## config.mk

```make
export PLATFORM = sky130hd
export DESIGN_NAME = rf_write_arbiter
export DESIGN_NICKNAME = d
export VERILOG_FILES = /design/src/rtl/rf_arb_pkg.sv /design/src/rtl/rf_arb_fifo.sv /design/src/rtl/rf_write_arbiter.sv
export SDC_FILE = /design/constraint.sdc
export NUM_CORES = 1
export LEC_CHECK = 0
export ABC_AREA = 1
export BUFFER_PORTS_ARGS = -buffer_cell sky130_fd_sc_hd__buf_2
export CELL_PAD_IN_SITES_DETAIL_PLACEMENT = 2
export CELL_PAD_IN_SITES_GLOBAL_PLACEMENT = 2
export CORE_UTILIZATION = 30
export CTS_BUF_LIST = sky130_fd_sc_hd__clkbuf_16
export CTS_CLUSTER_DIAMETER = 30
export CTS_CLUSTER_SIZE = 20
export DETAILED_ROUTE_END_ITERATION = 8
export GPL_TIMING_DRIVEN = 0
export PLACE_DENSITY = 0.77
export SLEW_MARGIN = 40
export SYNTH_ARGS = -nofsm -noshare
export SYNTH_HDL_FRONTEND = slang
export SYNTH_SLANG_ARGS = --single-unit
```

## constraint.sdc

```tcl
create_clock -name Clk -period 3.1 [get_ports Clk]
set_input_delay 0.62 -clock Clk [delete_from_list [all_inputs] [get_ports Clk]]
set_output_delay 0.62 -clock Clk [all_outputs]
set_load 0.02 [all_outputs]
```

## src/rtl/rf_arb_pkg.sv

```systemverilog
// rf_arb_pkg: shared widths, buffer entry type and default parameters for
// the register-file write-port arbiter and its B-side buffer.
package rf_arb_pkg;

  localparam int REG_W  = 5;
  localparam int DATA_W = 32;
  localparam int NREGS  = 32;

  localparam int DEFAULT_DEPTH        = 2;
  localparam int DEFAULT_STARVE_LIMIT = 8;

  // One buffered writeback: destination register and data
  typedef struct packed {
    logic [REG_W-1:0]  rd;
    logic [DATA_W-1:0] data;
  } rf_entry_t;

  // One-hot decode of a register number onto the scoreboard vector
  function automatic logic [NREGS-1:0] reg_onehot(input logic [REG_W-1:0] r);
    logic [NREGS-1:0] v;
    v = {{(NREGS-1){1'b0}}, 1'b1} << r;
    return v;
  endfunction

endpackage

```

## src/rtl/rf_arb_fifo.sv

```systemverilog
// rf_arb_fifo: DEPTH-entry FIFO holding B-side writebacks until the write
// port is free. Exposes the occupancy count, the head entry and, per slot,
// a valid flag and destination register so the top can build the scoreboard.
// The caller never pushes when full nor pops when empty.
module rf_arb_fifo
  import rf_arb_pkg::*;
#(
  parameter int DEPTH = DEFAULT_DEPTH
) (
  input  logic                               clk,
  input  logic                               reset,
  input  logic                               push,
  input  rf_entry_t                          push_entry,
  input  logic                               pop,
  output logic [$clog2(DEPTH):0]             count,
  output rf_entry_t                          head,
  output logic [DEPTH-1:0]                   entry_valid,
  output logic [DEPTH-1:0][REG_W-1:0]        entry_reg
);

  localparam int PTR_W = $clog2(DEPTH);
  localparam int CNT_W = PTR_W + 1;

  rf_entry_t        mem [DEPTH];
  logic [PTR_W-1:0] wr_ptr;
  logic [PTR_W-1:0] rd_ptr;

  // Pointer and occupancy bookkeeping; pointers wrap naturally (DEPTH is 2^n)
  always_ff @(posedge clk) begin
    if (reset) begin
      wr_ptr <= '0;
      rd_ptr <= '0;
      count  <= '0;
    end else begin
      if (push) begin
        wr_ptr <= wr_ptr + PTR_W'(1);
      end
      if (pop) begin
        rd_ptr <= rd_ptr + PTR_W'(1);
      end
      case ({push, pop})
        2'b10:   count <= count + CNT_W'(1);
        2'b01:   count <= count - CNT_W'(1);
        default: count <= count;
      endcase
    end
  end

  // Entry storage; contents are only meaningful under a valid flag, so no reset
  always_ff @(posedge clk) begin
    if (push) begin
      mem[wr_ptr] <= push_entry;
    end
  end

  assign head = mem[rd_ptr];

  // Slot i is occupied when its distance from the read pointer is below count
  always_comb begin
    logic [PTR_W-1:0] offset;
    offset      = '0;
    entry_valid = '0;
    entry_reg   = '0;
    for (int i = 0; i < DEPTH; i++) begin
      offset         = PTR_W'(i) - rd_ptr;
      entry_valid[i] = ({1'b0, offset} < count);
      entry_reg[i]   = mem[i].rd;
    end
  end

endmodule

```

## src/rtl/rf_write_arbiter.sv

```systemverilog
// rf_write_arbiter: shares the register file's single write port between
// the pipeline WB stage (A, always wins, never back-pressured) and the
// multi-cycle unit (B, valid/ready into a small FIFO). The chosen write is
// registered for one cycle, and a pending-write scoreboard (Busy) is
// published for the hazard unit.
// Optional feature macro: RF_ARB_STARVE_EN builds the B starvation counter,
// Pipe_Stall request and sticky Stall_Err flag; otherwise both are tied 0.
module rf_write_arbiter
  import rf_arb_pkg::*;
#(
  parameter int DEPTH        = DEFAULT_DEPTH,
  parameter int STARVE_LIMIT = DEFAULT_STARVE_LIMIT
) (
  input  logic              Clk,
  input  logic              Reset,
  input  logic              A_Write,
  input  logic [REG_W-1:0]  A_Reg,
  input  logic [DATA_W-1:0] A_Data,
  input  logic              B_Valid,
  output logic              B_Ready,
  input  logic [REG_W-1:0]  B_Reg,
  input  logic [DATA_W-1:0] B_Data,
  output logic              Reg_Write,
  output logic [REG_W-1:0]  Write_Reg,
  output logic [DATA_W-1:0] Write_Data,
  output logic [NREGS-1:0]  Busy,
  output logic              Pipe_Stall,
  output logic              Stall_Err
);

  localparam int CNT_W = $clog2(DEPTH) + 1;

  // Parameter sanity: DEPTH must be a power of two >= 2, limit at least 1
  if (DEPTH < 2 || (DEPTH & (DEPTH - 1)) != 0 || STARVE_LIMIT < 1) begin : g_bad_cfg
    $error("rf_write_arbiter: unsupported DEPTH/STARVE_LIMIT");
  end

  logic                        live_a;
  logic                        push;
  logic                        pop;
  logic                        fifo_empty;
  logic [CNT_W-1:0]            fifo_count;
  rf_entry_t                   fifo_head;
  logic [DEPTH-1:0]            entry_valid;
  logic [DEPTH-1:0][REG_W-1:0] entry_reg;
  logic [NREGS-1:0]            busy_v;

  // A register-0 write is architecturally a no-op, so it never claims the port
  assign live_a     = A_Write & (A_Reg != {REG_W{1'b0}});
  assign fifo_empty = (fifo_count == {CNT_W{1'b0}});
  // Ready comes from the registered count: a full FIFO refuses even while popping
  assign B_Ready    = (fifo_count < CNT_W'(DEPTH));
  // B writes to register 0 are handshaken but dropped here
  assign push       = B_Valid & B_Ready & (B_Reg != {REG_W{1'b0}});
  assign pop        = ~fifo_empty & ~live_a;

  rf_arb_fifo #(
    .DEPTH (DEPTH)
  ) u_fifo (
    .clk         (Clk),
    .reset       (Reset),
    .push        (push),
    .push_entry  ('{rd: B_Reg, data: B_Data}),
    .pop         (pop),
    .count       (fifo_count),
    .head        (fifo_head),
    .entry_valid (entry_valid),
    .entry_reg   (entry_reg)
  );

  // Output stage: A has priority, else drain FIFO head, else idle holding addr/data
  always_ff @(posedge Clk) begin
    if (Reset) begin
      Reg_Write  <= 1'b0;
      Write_Reg  <= '0;
      Write_Data <= '0;
    end else if (live_a) begin
      Reg_Write  <= 1'b1;
      Write_Reg  <= A_Reg;
      Write_Data <= A_Data;
    end else if (pop) begin
      Reg_Write  <= 1'b1;
      Write_Reg  <= fifo_head.rd;
      Write_Data <= fifo_head.data;
    end else begin
      Reg_Write  <= 1'b0;
    end
  end

  // Scoreboard: every buffered destination plus the in-flight output write
  always_comb begin
    busy_v = '0;
    for (int i = 0; i < DEPTH; i++) begin
      busy_v = busy_v | (entry_valid[i] ? reg_onehot(entry_reg[i]) : {NREGS{1'b0}});
    end
    busy_v = busy_v | (Reg_Write ? reg_onehot(Write_Reg) : {NREGS{1'b0}});
    Busy   = busy_v & ~{{(NREGS-1){1'b0}}, 1'b1};
  end

`ifdef RF_ARB_STARVE_EN
  localparam int SC_W = $clog2(STARVE_LIMIT + 1);
  localparam logic [SC_W-1:0] LIMIT = SC_W'(STARVE_LIMIT);

  logic [SC_W-1:0] cnt;

  // Starvation counter: counts cycles the FIFO head waits, saturating at LIMIT
  always_ff @(posedge Clk) begin
    if (Reset) begin
      cnt <= '0;
    end else if (pop || fifo_empty) begin
      cnt <= '0;
    end else if (cnt != LIMIT) begin
      cnt <= cnt + SC_W'(1);
    end else begin
      cnt <= cnt;
    end
  end

  assign Pipe_Stall = (cnt == LIMIT);

  // Sticky error: the pipeline wrote through a stall request
  always_ff @(posedge Clk) begin
    if (Reset) begin
      Stall_Err <= 1'b0;
    end else if (Pipe_Stall && live_a) begin
      Stall_Err <= 1'b1;
    end else begin
      Stall_Err <= Stall_Err;
    end
  end
`else
  assign Pipe_Stall = 1'b0;
  assign Stall_Err  = 1'b0;
`endif

endmodule
```

==> reports/results.txt, run 1 <==
The run finished with clean final reports. Number of search-and-repair iterations in the first detailed-routing pass: 4. Routability-driven placement finished with a final weighted congestion of 0.818. The startpoint identified for the worst hold timing path is B_Data[24]. At the later pin of the worst-skew pair, clock insertion delay measures 420 ps. Cell count of the worst hold path: 1.

After detailed routing, the number of remaining DRC violations is 0. Setup repair after global routing left no endpoint under its margin. For the worst setup path, the data required time is 2480 ps. The setup slack after layout was 402 ps.

Global routing used 23.2% of the available tracks. The run gives 0 as the number of hold violations in the final report. Compared with the post-synthesis result, the final layout area differs by 28.8%.

Pin placement for this block handled 151 I/O pins. The maximum resistive drop on vdd is 467 µV. The run gives 0 as the final-report max-slew violation count. The worst path needs 2700 ps of the cycle, external delays included.

In the final layout, the share of cells above drive strength 1 is 26.5%. The clock drives 117 sinks. Summed over all failing endpoints, the final setup total negative slack is 0 ps. The initial antenna violation count is 2.

On the final layout, the worst clock skew is 10.5 ps. Dividing total power by cell area gives a power density of 758 nW/µm². The gate count after technology mapping is 748, and the post-synthesis sequential area ratio is 51.4%.

In the routed layout, each cell is associated on average with a via count of 4.85. Clock-pin slew was measured on the worst setup and hold paths at 60 ps. The internal power was 3.68 mW; the deepest clock path buffer count was 2. Across all register-to-register paths, the minimum setup slack is 1310 ps. The headroom to the max-slew limit is 52.8%. The endpoint identified for the worst register-to-register timing path is u_fifo.mem[0][28]. Setup violations remaining at the end of the flow were counted as 0. The initial utilization of the core area, before any placement, comes to 30.7%.

The starting DRC count in detailed routing was 177. The first global-routing pass estimated 35100 µm of wire. The tool flagged a number of max-cap violations equal to 0. For this run, the number of Yosys warnings is 0.

The area of the multi-input gates is 2380 µm². The switching share of power works out to 37.2%. After detailed placement, the design holds a cell count of 1164.

In this run the horizontal extent of the chip is 143 µm. In this run, the combinational gates consume 32.7% of the power. The fill cell total of the finished layout came out at 2259. In this run the core area contains 51 standard-cell rows.

Utilization of the core after routing: 39.6%. TritonCTS built the clock tree. The count of nets left with antenna violations after detail routing is 0.

Leaving out filler cells and counting taps, the final layout contains 1197. The logs give 35 for the count of cell types in the netlist and 842 ps for the setup slack after placement. Path class of the lowest-slack min-delay path: in -> reg. Root buffer cell: clkbuf_16. Cts-stage hold buffer count: 0.

The tools report the worst flop-to-flop path startpoint as u_fifo.count[1]. The tools report the critical path startpoint category as a flip-flop. Start-to-end type of the worst setup path: reg -> out. The number of port buffers came out at 146. The total global routing overflow is 0. The commonest non-fill, non-tap cell in the layout was nand2_1. Global routing met3 resource utilization: 4.23%.

The post-synthesis area per instance works out to 8.02 µm². Post-CTS repair changed the size of 0 cells. Global routing consumed, on the met2 layer, 42.2% of the routing resources. The slew at the pin closest to its max-slew limit came out at 705 ps. In the final routed layout, each cell accounts on average for 19.0 µm.

The leakage power figure was 3.67 nW; the highest fanout seen on the critical path was 10. The worst setup path is captured at an output port. The tools report the total via count in the routed design as 5809.

The data arrival at the endpoint of the critical path is 2080 ps, and the final-stage net count is 997. The placeable core region came out at 19500 µm². The portion of total power attributed to sequential cells is 35.1%. The via count of the first global-routing pass was 6261. After legalization and detailed placement, the total HPWL measured 16700 µm. The logs give 2.18 mW for the power spent charging and discharging nets and 22800 µm for the routed wire length. Entering global routing, the biggest net connects 25 pins.

The floorplan step set the die height to 143 µm. Measured in cells, the most critical reg-to-reg path has a length of 5. In the layout the commonest cells are 231 x nand2_1, 160 x buf_2, 150 x nand3_1, 74 x edfxtp_1, 66 x inv_1. The layer flagged by global routing as most heavily used is met2.

The tools report the number of CTS-inserted buffers as 17. The number of storage elements in the synthesis netlist is 117, and the share of the clock period used by the worst path is 87.0%. The tools report the area enclosed by the die boundary as 20600 µm². Of the total power, the clock network draws 32.3%.

H-tree depth: 4. The register area came out at 3080 µm². The worst hold path terminates at u_fifo.mem[1][24]. The achievable clock frequency came out at 0.371 GHz.

After clock tree synthesis, the setup repair step added 0 buffers. The logs give 5.86 mW for the final total power and 6000 µm² for the post-synthesis cell area. For the global routing met1 resource utilization, the log shows 26.9%.
[critical path, cell delays in order (launching register included)]
cell     delay, ps
dfxtp_1        430
a21oi_1        120
nor2_1         340
buf_2          340
nand2_1        100
nand3_1        150
buf_2          190
[flip-flops by register name, summed over array words and instances (netlist names), named ones only]
name / count
u_fifo.wr_ptr: 1
Write_Reg: 5
Write_Data: 32
Reg_Write: 1
u_fifo.mem: 74
u_fifo.count: 2
u_fifo.rd_ptr: 1
[power groups by stage]
stage / logic, mW / clock network, mW / registers, mW
after global placement: 1.80 / 0 / 2.08
after floorplan: 1.12 / 0 / 2.14
after global routing: 2.10 / 1.99 / 2.08
after detailed placement: 1.90 / 0 / 2.08
final: 1.91 / 1.89 / 2.05
after CTS: 1.95 / 1.92 / 2.06
[synthesized netlist by cell type (all sizes together)]
cell | n | share of area, %
nor2 | 79 | 5.7
clkbuf | 7 | 0.44
a22oi | 1 | 0.13
edfxtp | 74 | 37
nand3 | 152 | 13
nand2 | 236 | 16
o211ai | 8 | 1.0
nand4 | 3 | 0.31
conb | 1 | 0.063
and2 | 2 | 0.21
a21oi | 14 | 1.5
ha | 1 | 0.21
nor3 | 2 | 0.17
clkinv | 2 | 0.13
o21ai | 12 | 1.1
inv | 74 | 4.7
dfxtp | 43 | 14
nor4 | 4 | 0.42
buf | 32 | 4.0
nand3b | 1 | 0.13
[stage by stage]
| stage | cell area (µm²) | hold WS, ps |
|---|---|---|
| after detailed placement | 7160 | 498 |
| after global routing | 7730 | 375 |
| after global placement | 7070 | 478 |
| after CTS | 7730 | 369 |
| after floorplan | 6010 | 478 |
| final | 7730 | 388 |
[logic make-up after synthesis]
logic type,synth area share (%)
flops,51.4
fa+ha+maj,0.209
compound gates,3.73
other cells,0.0625
buf+inv,9.20
simple gates,35.4
[final cells by class]
class                   instances  area share, %
inverters                      76           3.76
multi-input cells             518           30.9
diodes                          1         0.0324
well taps                     265           4.29
plain buffers                  39           3.42
repair buffers                149           10.4
clock buffers                  17           5.50
flip-flops and latches        117           39.9
clock inverters                15           1.83
[worst max-delay path by stage]
stage	endpoint	cells past startpoint	from	slack (ps)
detailed placement	Busy[22]	6	u_fifo.count[0]	840
floorplan	u_fifo.mem[0][0]	4	B_Reg[3]	270
CTS	Busy[22]	6	u_fifo.count[0]	370
global placement	u_fifo.mem[0][22]	5	B_Reg[1]	-1120
global route	Busy[22]	6	u_fifo.count[0]	240
finish	Busy[22]	6	u_fifo.count[0]	400
[metal layers]
metal	up-vias	share of wire, %	routed length, µm
met5	-	0.057	13
met4	2	2.3	518
met2	132	51	11700
li1	2785	-	-
met3	34	3.0	694
met1	2856	43	9820
Note: power is estimated with default switching activity, not from simulation.
==> inputs of run 2 (changes only) <==
ABC_AREA = 0   (was 1)
CORE_UTILIZATION = 34   (was 30)
PLACE_DENSITY = 0.78   (was 0.77)
==> run 2 against run 1 <==
  * Clock power rose by 2%
  * Highest routed layer unchanged
  * Final cell count shrank 26%
  * Sequential share of layout area rose by 2.1 points
  * Global-route usage is 0.44 points higher
  * Sequential power increased by 7%
  * Combinational power up 15%
  * Register-to-register slack lost 270 ps
==> reports/results.txt, run 2 <==
The run finished with clean final reports. The share of the clock period used by the worst path works out to 94.5% (was 87.0%). Slew at the pin closest to its max-slew limit: 805 ps (was 705 ps).

The tools report the starting density of the core as 35.2% (was 30.7%). Count of placed standard cells including taps: 855 (was 1164). The most common flop cell mapped by yosys is edfxtp_1 (unchanged).

Setup repair after global routing left no endpoint under its margin. The routed wirelength normalized by instance count came out at 22.2 µm (was 19.0 µm). Top cells by instance count after synthesis: 74 x edfxtp_1, 66 x mux2i_1, 43 x dfxtp_1 (was 231 x nand2_1, 150 x nand3_1, 74 x edfxtp_1). The run gives 13500 µm (was 16700 µm) as the placed wire-length estimate. Number of CTS-inserted buffers: 17 (unchanged). The run gives 510 ps (was 842 ps) as the setup slack after placement. Number of warnings issued by yosys: 0 (unchanged). The overall die height is 131 µm (was 143 µm).

The tools report the post-synthesis sequential area ratio as 54.3% (was 51.4%). Routed wire length: 19700 µm (was 22800 µm). Cell type contributing the most total cell area after synthesis: edfxtp_1 (unchanged).

The top cell type's share of synthesized area was 39.2% (was 37.0%); the proportion of register bits with asynchronous set or reset after synthesis was 0% (unchanged). The register bank with the most flops was u_fifo.mem (unchanged). Path class of the lowest-slack min-delay path: in -> reg (unchanged). The nature of the critical path endpoint is an output port (unchanged). The tools report the total DRC errors in the routed layout as 0 (unchanged). The final-report max-slew violation count is 0 (unchanged). The run gives 2 (unchanged) as the deepest clock path buffer count. Largest registers ranked by flip-flop count: u_fifo.mem: 74 flops, Write_Data: 32 flops, Write_Reg: 5 flops (unchanged). The number of placed I/O pins came out at 151 (unchanged). The post-synthesis cell area is 5680 µm² (was 6000 µm²), and the fraction of layout cells with a size suffix above 1 is 30.8% (was 26.5%). Most frequent cells in the layout: 158 x buf_2, 74 x edfxtp_1, 66 x mux2i_1, 43 x dfxtp_1, 38 x nand2_1 (was 231 x nand2_1, 160 x buf_2, 150 x nand3_1, 74 x edfxtp_1, 66 x inv_1). The tools report the first-pass GRT wire length as 30600 µm (was 35100 µm).

The final cell count without fillers is 888 (was 1197), and the number of search-and-repair iterations in the first detailed-routing pass is 4 (unchanged). H-tree depth: 4 (unchanged). The leakage power figure was 3.00 nW (was 3.67 nW); the area enclosed by the die boundary was 17200 µm² (was 20600 µm²). For the number of hold violations in the final report, the log shows 0 (unchanged).

The tools report the routability congestion estimate as 0.783 (was 0.818). The count of cell types in the netlist is 45 (was 35), and the minimum period implied by the final worst setup slack is 2930 ps (was 2700 ps). The flip-flop count of the largest register, all copies and words added is 74 (unchanged), and the achievable clock frequency is 0.341 GHz (was 0.371 GHz). The clock latency on the worst-skew pair came out at 430 ps (was 420 ps). The tools report the initial antenna violation count as 2 (unchanged). The critical path startpoint category was a flip-flop (unchanged).

For the overall track demand over capacity in global routing, the log shows 23.6% (was 23.2%). The clock skew after layout is 9.52 ps (was 10.5 ps). The most instantiated library cell after synthesis is edfxtp_1 (was nand2_1). The start-to-end type of the worst setup path was reg -> out (unchanged).

The run gives 151 (was 177) as the starting DRC count in detailed routing. TritonCTS built the clock tree. The logs give 5282 (was 6261) for the via count of the first global-routing pass and 516 µV (was 467 µV) for the maximum resistive drop on vdd.

The total power density per cell area is 862 nW/µm² (was 758 nW/µm²). The tools report the root buffer cell as clkbuf_16 (unchanged). The count of flip-flops with a built-in enable after synthesis came out at 74 (unchanged). The cts-stage hold buffer count was 0 (unchanged); the total via count in the routed design was 4718 (was 5809). The run gives 33 (was 25) as the maximum number of pins on one net before global-route repair. The count of nets left with antenna violations after detail routing was 0 (unchanged). The die width was 131 µm (was 143 µm); the clock-pin slew on the worst setup and hold paths was 60 ps (about the same).

The clock sink total was 117 (unchanged); the number of port buffers was 146 (unchanged). The setup slack on the worst flop-to-flop path was 1040 ps (was 1310 ps); the layout overhead on the synthesized area was 29.3% (was 28.8%). The final-stage net count was 738 (was 997). The post-synthesis area per instance was 11.6 µm² (was 8.02 µm²); the total setup buffers inserted after CTS was 0 (unchanged).

The total global routing overflow is 0 (unchanged), and the antenna diode count is 0 (was 1). The data arrival at the endpoint of the critical path is 2310 ps (was 2080 ps). The minimum hold slack is 382 ps (was 388 ps), and the number of storage elements in the synthesis netlist is 117 (unchanged). The highest fanout seen on the critical path came out at 10 (unchanged). The number of instances resized during post-cts repair is 1 (was 0), and the critical path data required time is 2480 ps (about the same). Main area contributors after synthesis: edfxtp_1 39%, dfxtp_1 15%, mux2i_1 12% (was edfxtp_1 37%, nand2_1 14%, dfxtp_1 14%).

The final-report setup violation count came out at 0 (unchanged). The commonest non-fill, non-tap cell in the layout was buf_2 (was nand2_1). The headroom to the max-slew limit came out at 46.0% (was 52.8%).

The setup slack after layout was 171 ps (was 402 ps); the gate count after technology mapping was 488 (was 748). The routed via count divided by cell count was 5.31 (was 4.85). The count of max-cap constraint violations was 0 (unchanged); the utilization of the core after routing was 45.6% (was 39.6%). The number of standard-cell rows in the floorplan was 46 (was 51); the placeable core region was 16100 µm² (was 19500 µm²).
[run 2: critical path, stage by stage, from the launching register on]
cell and delay [ps]:
dfxtp_1 300, buf_2 210, a21o_1 180, clkbuf_1 360, nand2_1 310, o221ai_1 310, buf_2 220
[run 2: layout make-up]
cell class              instances  area (µm²)
plain buffers                  41         203
clock buffers                  17         425
clock inverters                15         146
fillers                      1699        8770
inverters                       2        7.51
multi-input cells             330        2410
flip-flops and latches        117        3080
well taps                     216         270
repair buffers                150         798
[run 2: path summary, 6_finish.rpt]
check / start / cells past startpoint / to
worst max-delay path: u_fifo.count[1] / 6 / Busy[8]
worst max register to register: u_fifo.count[1] / 6 / u_fifo.count[1]
worst min-delay path: B_Data[9] / 1 / u_fifo.mem[0][9]
worst min register to register: Write_Reg[3] / 2 / Write_Reg[3]
[run 2: layer usage]
layer | vias up | part of all wire (%) | global-route usage [%]
met4 | 4 | 1.9 | 8.56
met1 | 2335 | 41 | 26.7
met5 | - | 0.11 | 0
li1 | 2204 | - | -
met3 | 30 | 5.2 | 6.37
met2 | 145 | 52 | 42.4
[run 2: metrics by stage]
| step | instance area, µm² | TNS [ps] | power (mW) |
|---|---|---|---|
| after detailed placement | 6760 | 0 | 4.38 |
| after global routing | 7340 | 0 | 6.62 |
| after floorplan | 5680 | 0 | 3.58 |
| after global placement | 6680 | -45870 | 4.22 |
| after CTS | 7330 | 0 | 6.39 |
| final | 7340 | 0 | 6.32 |
[run 2: logic make-up after synthesis]
group	count (synthesis)	synth area share, %
mux	69	12.2
flops	117	54.3
buf+inv	43	3.66
simple gates	170	16.3
fa+ha+maj	1	0.220
other cells	1	0.0661
xor+xnor	2	0.309
compound gates	85	12.9
[run 2: report_power, final]
part	total, mW	switching, mW	internal (mW)	leakage, nW
Sequential	2.20	0.202	2.00	1.05
Combinational	2.20	1.40	0.795	1.67
Clock	1.93	0.691	1.24	0.291
==> inputs of run 3 (changes only) <==
CORE_MARGIN = 2   (was not set)
==> run 3 against run 2 <==
  * Final area shrank 0.46%
  * Global-route usage fell by 0.95 points
  * Largest power group is now combinational logic
  * Final cell count is 0.68% higher
  * Utilization down 1.2 points
  * Wire length is 0.81% lower
  * Critical path depth unchanged
  * Critical endpoint unchanged
  * Clock skew is essentially flat
  * Total power is 3.1% lower
  * Sequential share of layout area up 0.19 points
  * Non-clock buffer count did not move
  * Hold slack better by 3.0 ps
==> reports/results.txt, run 3 (synthesis gave the netlist of run 2 again) <==
The run finished with clean final reports. The count of nets left with antenna violations after detail routing is 0 (unchanged). The run gives 47 (was 46) as the number of standard-cell rows in the floorplan. The overall track demand over capacity in global routing is 22.7% (was 23.6%).

Largest registers ranked by flip-flop count: u_fifo.mem: 74 flops, Write_Data: 32 flops, Write_Reg: 5 flops (unchanged). The die width came out at 133 µm (was 131 µm). The final-report setup violation count was 0 (unchanged); the number of port buffers was 146 (unchanged).

The setup slack after placement was 472 ps (was 510 ps); the final-report max-slew violation count was 0 (unchanged). The clock latency on the worst-skew pair is 420 ps (was 430 ps), and the maximum resistive drop on vdd is 385 µV (was 516 µV). The via count of the first global-routing pass was 5355 (was 5282); the fraction of layout cells with a size suffix above 1 was 30.1% (was 30.8%). The share of the clock period used by the worst path works out to 94.9% (was 94.5%). The tools report the root buffer cell as clkbuf_16 (unchanged). The run gives 4 (unchanged) as the H-tree depth. The cts-stage hold buffer count is 0 (unchanged). The total via count in the routed design was 4763 (was 4718); the routed wire length was 19500 µm (was 19700 µm). The run gives 0 (unchanged) as the count of max-cap constraint violations. The total DRC errors in the routed layout was 0 (unchanged). The tools report the placeable core region as 16500 µm² (was 16100 µm²).

The tools report the setup slack on the worst flop-to-flop path as 960 ps (was 1040 ps). The total negative slack was 0 ps (unchanged). The critical path data required time was 2480 ps (about the same). Most frequent cells in the layout: 156 x buf_2, 74 x edfxtp_1, 66 x mux2i_1, 43 x dfxtp_1, 38 x nand2_1 (was 158 x buf_2, 74 x edfxtp_1, 66 x mux2i_1, 43 x dfxtp_1, 38 x nand2_1). For the initial antenna violation count, the log shows 0 (was 2).

For the maximum number of pins on one net before global-route repair, the log shows 31 (was 33). The logs give 34.5% (was 35.2%) for the starting density of the core and 2.99 nW (was 3.00 nW) for the leakage power figure. The minimum period implied by the final worst setup slack came out at 2940 ps (was 2930 ps). The start-to-end type of the worst setup path was reg -> out (unchanged). The critical path startpoint category was a flip-flop (unchanged). The overall die height is 133 µm (was 131 µm), and the deepest clock path buffer count is 2 (unchanged).

The register bank with the most flops was u_fifo.mem (unchanged). The tools report the endpoint of the worst hold-timing path as u_fifo.mem[1][10] (was u_fifo.mem[0][9]). The tools report the first-pass GRT wire length as 30600 µm (about the same). The tools report the nature of the critical path endpoint as an output port (unchanged). The run gives 13600 µm (was 13500 µm) as the placed wire-length estimate. Worst flop-to-flop path startpoint: u_fifo.count[1] (unchanged).

The run gives 0 (unchanged) as the total global routing overflow. The endpoint of the worst register-to-register path is u_fifo.count[1] (unchanged). The utilization of the core after routing came out at 44.4% (was 45.6%). The path class of the lowest-slack min-delay path is in -> reg (unchanged). TritonCTS built the clock tree. The layout overhead on the synthesized area is 28.7% (was 29.3%), and the clock sink total is 117 (unchanged). The tools report the area enclosed by the die boundary as 17700 µm² (was 17200 µm²). The clock-pin slew on the worst setup and hold paths is 50 ps (was 60 ps). The final-stage net count came out at 738 (unchanged).

The worst min-delay path startpoint was B_Data[10] (was B_Data[9]). The number of CTS-inserted buffers came out at 17 (unchanged). The total power density per cell area works out to 839 nW/µm² (was 862 nW/µm²).

Slew at the pin closest to its max-slew limit: 813 ps (was 805 ps). The tools report the worst setup path startpoint as u_fifo.count[1] (unchanged). The commonest non-fill, non-tap cell in the layout is buf_2 (unchanged). The cell count of the worst reg-to-reg path works out to 6 (unchanged). Routed via count divided by cell count: 5.33 (was 5.31).

The headroom to the max-slew limit was 45.5% (was 46.0%). The cell count of the worst hold path was 1 (unchanged). The flip-flop count of the largest register, all copies and words added works out to 74 (unchanged). The logs give 0 (unchanged) for the number of hold violations in the final report and 151 (unchanged) for the number of placed I/O pins. The routed wirelength normalized by instance count was 21.9 µm (was 22.2 µm). Setup repair after global routing left no endpoint under its margin. Highest fanout seen on the critical path: 10 (unchanged).

The number of search-and-repair iterations in the first detailed-routing pass is 4 (unchanged). The routability congestion estimate is 0.799 (was 0.783). The achievable clock frequency is 0.340 GHz (was 0.341 GHz), and the data arrival at the endpoint of the critical path is 2320 ps (was 2310 ps). The clock skew after layout is 9.57 ps (was 9.52 ps), and the setup slack after layout is 157 ps (was 171 ps). The starting DRC count in detailed routing came out at 154 (was 151).
-- run 3: changes by cell type in the layout (fill, tap and decap cells not counted), moves of 2 or more --
cell,delta
inv_1,+4
clkinv_2,-3
buf_2,-2
bufinv_16,-2
clkbuf_2,+2
clkinv_1,+2
diode_2,+2
-- run 3: where the power goes --
part	switching [mW]	leakage, nW	internal, mW
Sequential	0.201	1.05	2.00
Clock	0.664	0.275	1.06
Combinational	1.40	1.67	0.806
-- run 3: area by class of cell --
type | instances | area, µm²
fill | 1735 | 9160
sequential | 117 | 3080
multi-input combinational | 330 | 2410
timing repair buffer | 150 | 811
clock buffer | 17 | 425
tap | 220 | 275
buffer | 41 | 203
clock inverter | 15 | 86.3
inverter | 2 | 7.51
antenna | 2 | 5.00
-- run 3: per-stage QoR --
step | power, mW | hold WS [ps] | cell area, µm² | std cells
after floorplan | 3.58 | 530 | 5680 | 490
after global placement | 4.21 | 546 | 6690 | 856
after detailed placement | 4.39 | 628 | 6780 | 859
after CTS | 6.18 | 368 | 7290 | 891
after global routing | 6.45 | 375 | 7300 | 892
final | 6.13 | 385 | 7310 | 894
-- run 3: metal layers --
| layer | track usage [%] | vias to the layer above | routed length [µm] |
|---|---|---|---|
| met1 | 26.6 | 2393 | 8100 |
| met5 | 0 | - | 0 |
| met4 | 7.09 | 0 | 270 |
| met2 | 40.4 | 142 | 10100 |
| li1 | - | 2204 | - |
| met3 | 6.43 | 24 | 1090 |
-- run 3: critical path, stage by stage (launching register included) --
cell and delay (ps):
dfxtp_1 300, buf_2 220, a21o_1 170, clkbuf_1 380, nand2_1 310, o221ai_1 300
buf_2 220
-- run 3: worst max path at each step --
stage | end | slack [ps] | cells after the start
5_1_grt | Busy[8] | 10 | 6
3_3_place_gp | u_fifo.mem[0][20] | -1150 | 5
6_report | Busy[8] | 160 | 6
4_1_cts | Busy[8] | 30 | 5
3_5_place_dp | Busy[4] | 470 | 5
2_1_floorplan | u_fifo.mem[0][0] | 160 | 4
-- run 3: what timing repair did --
item	4_1_cts	5_1_grt
endpoints found under the hold margin	0	0
setup buffers	0	0
gates resized for setup	0	2
setup endpoints to repair	0	9
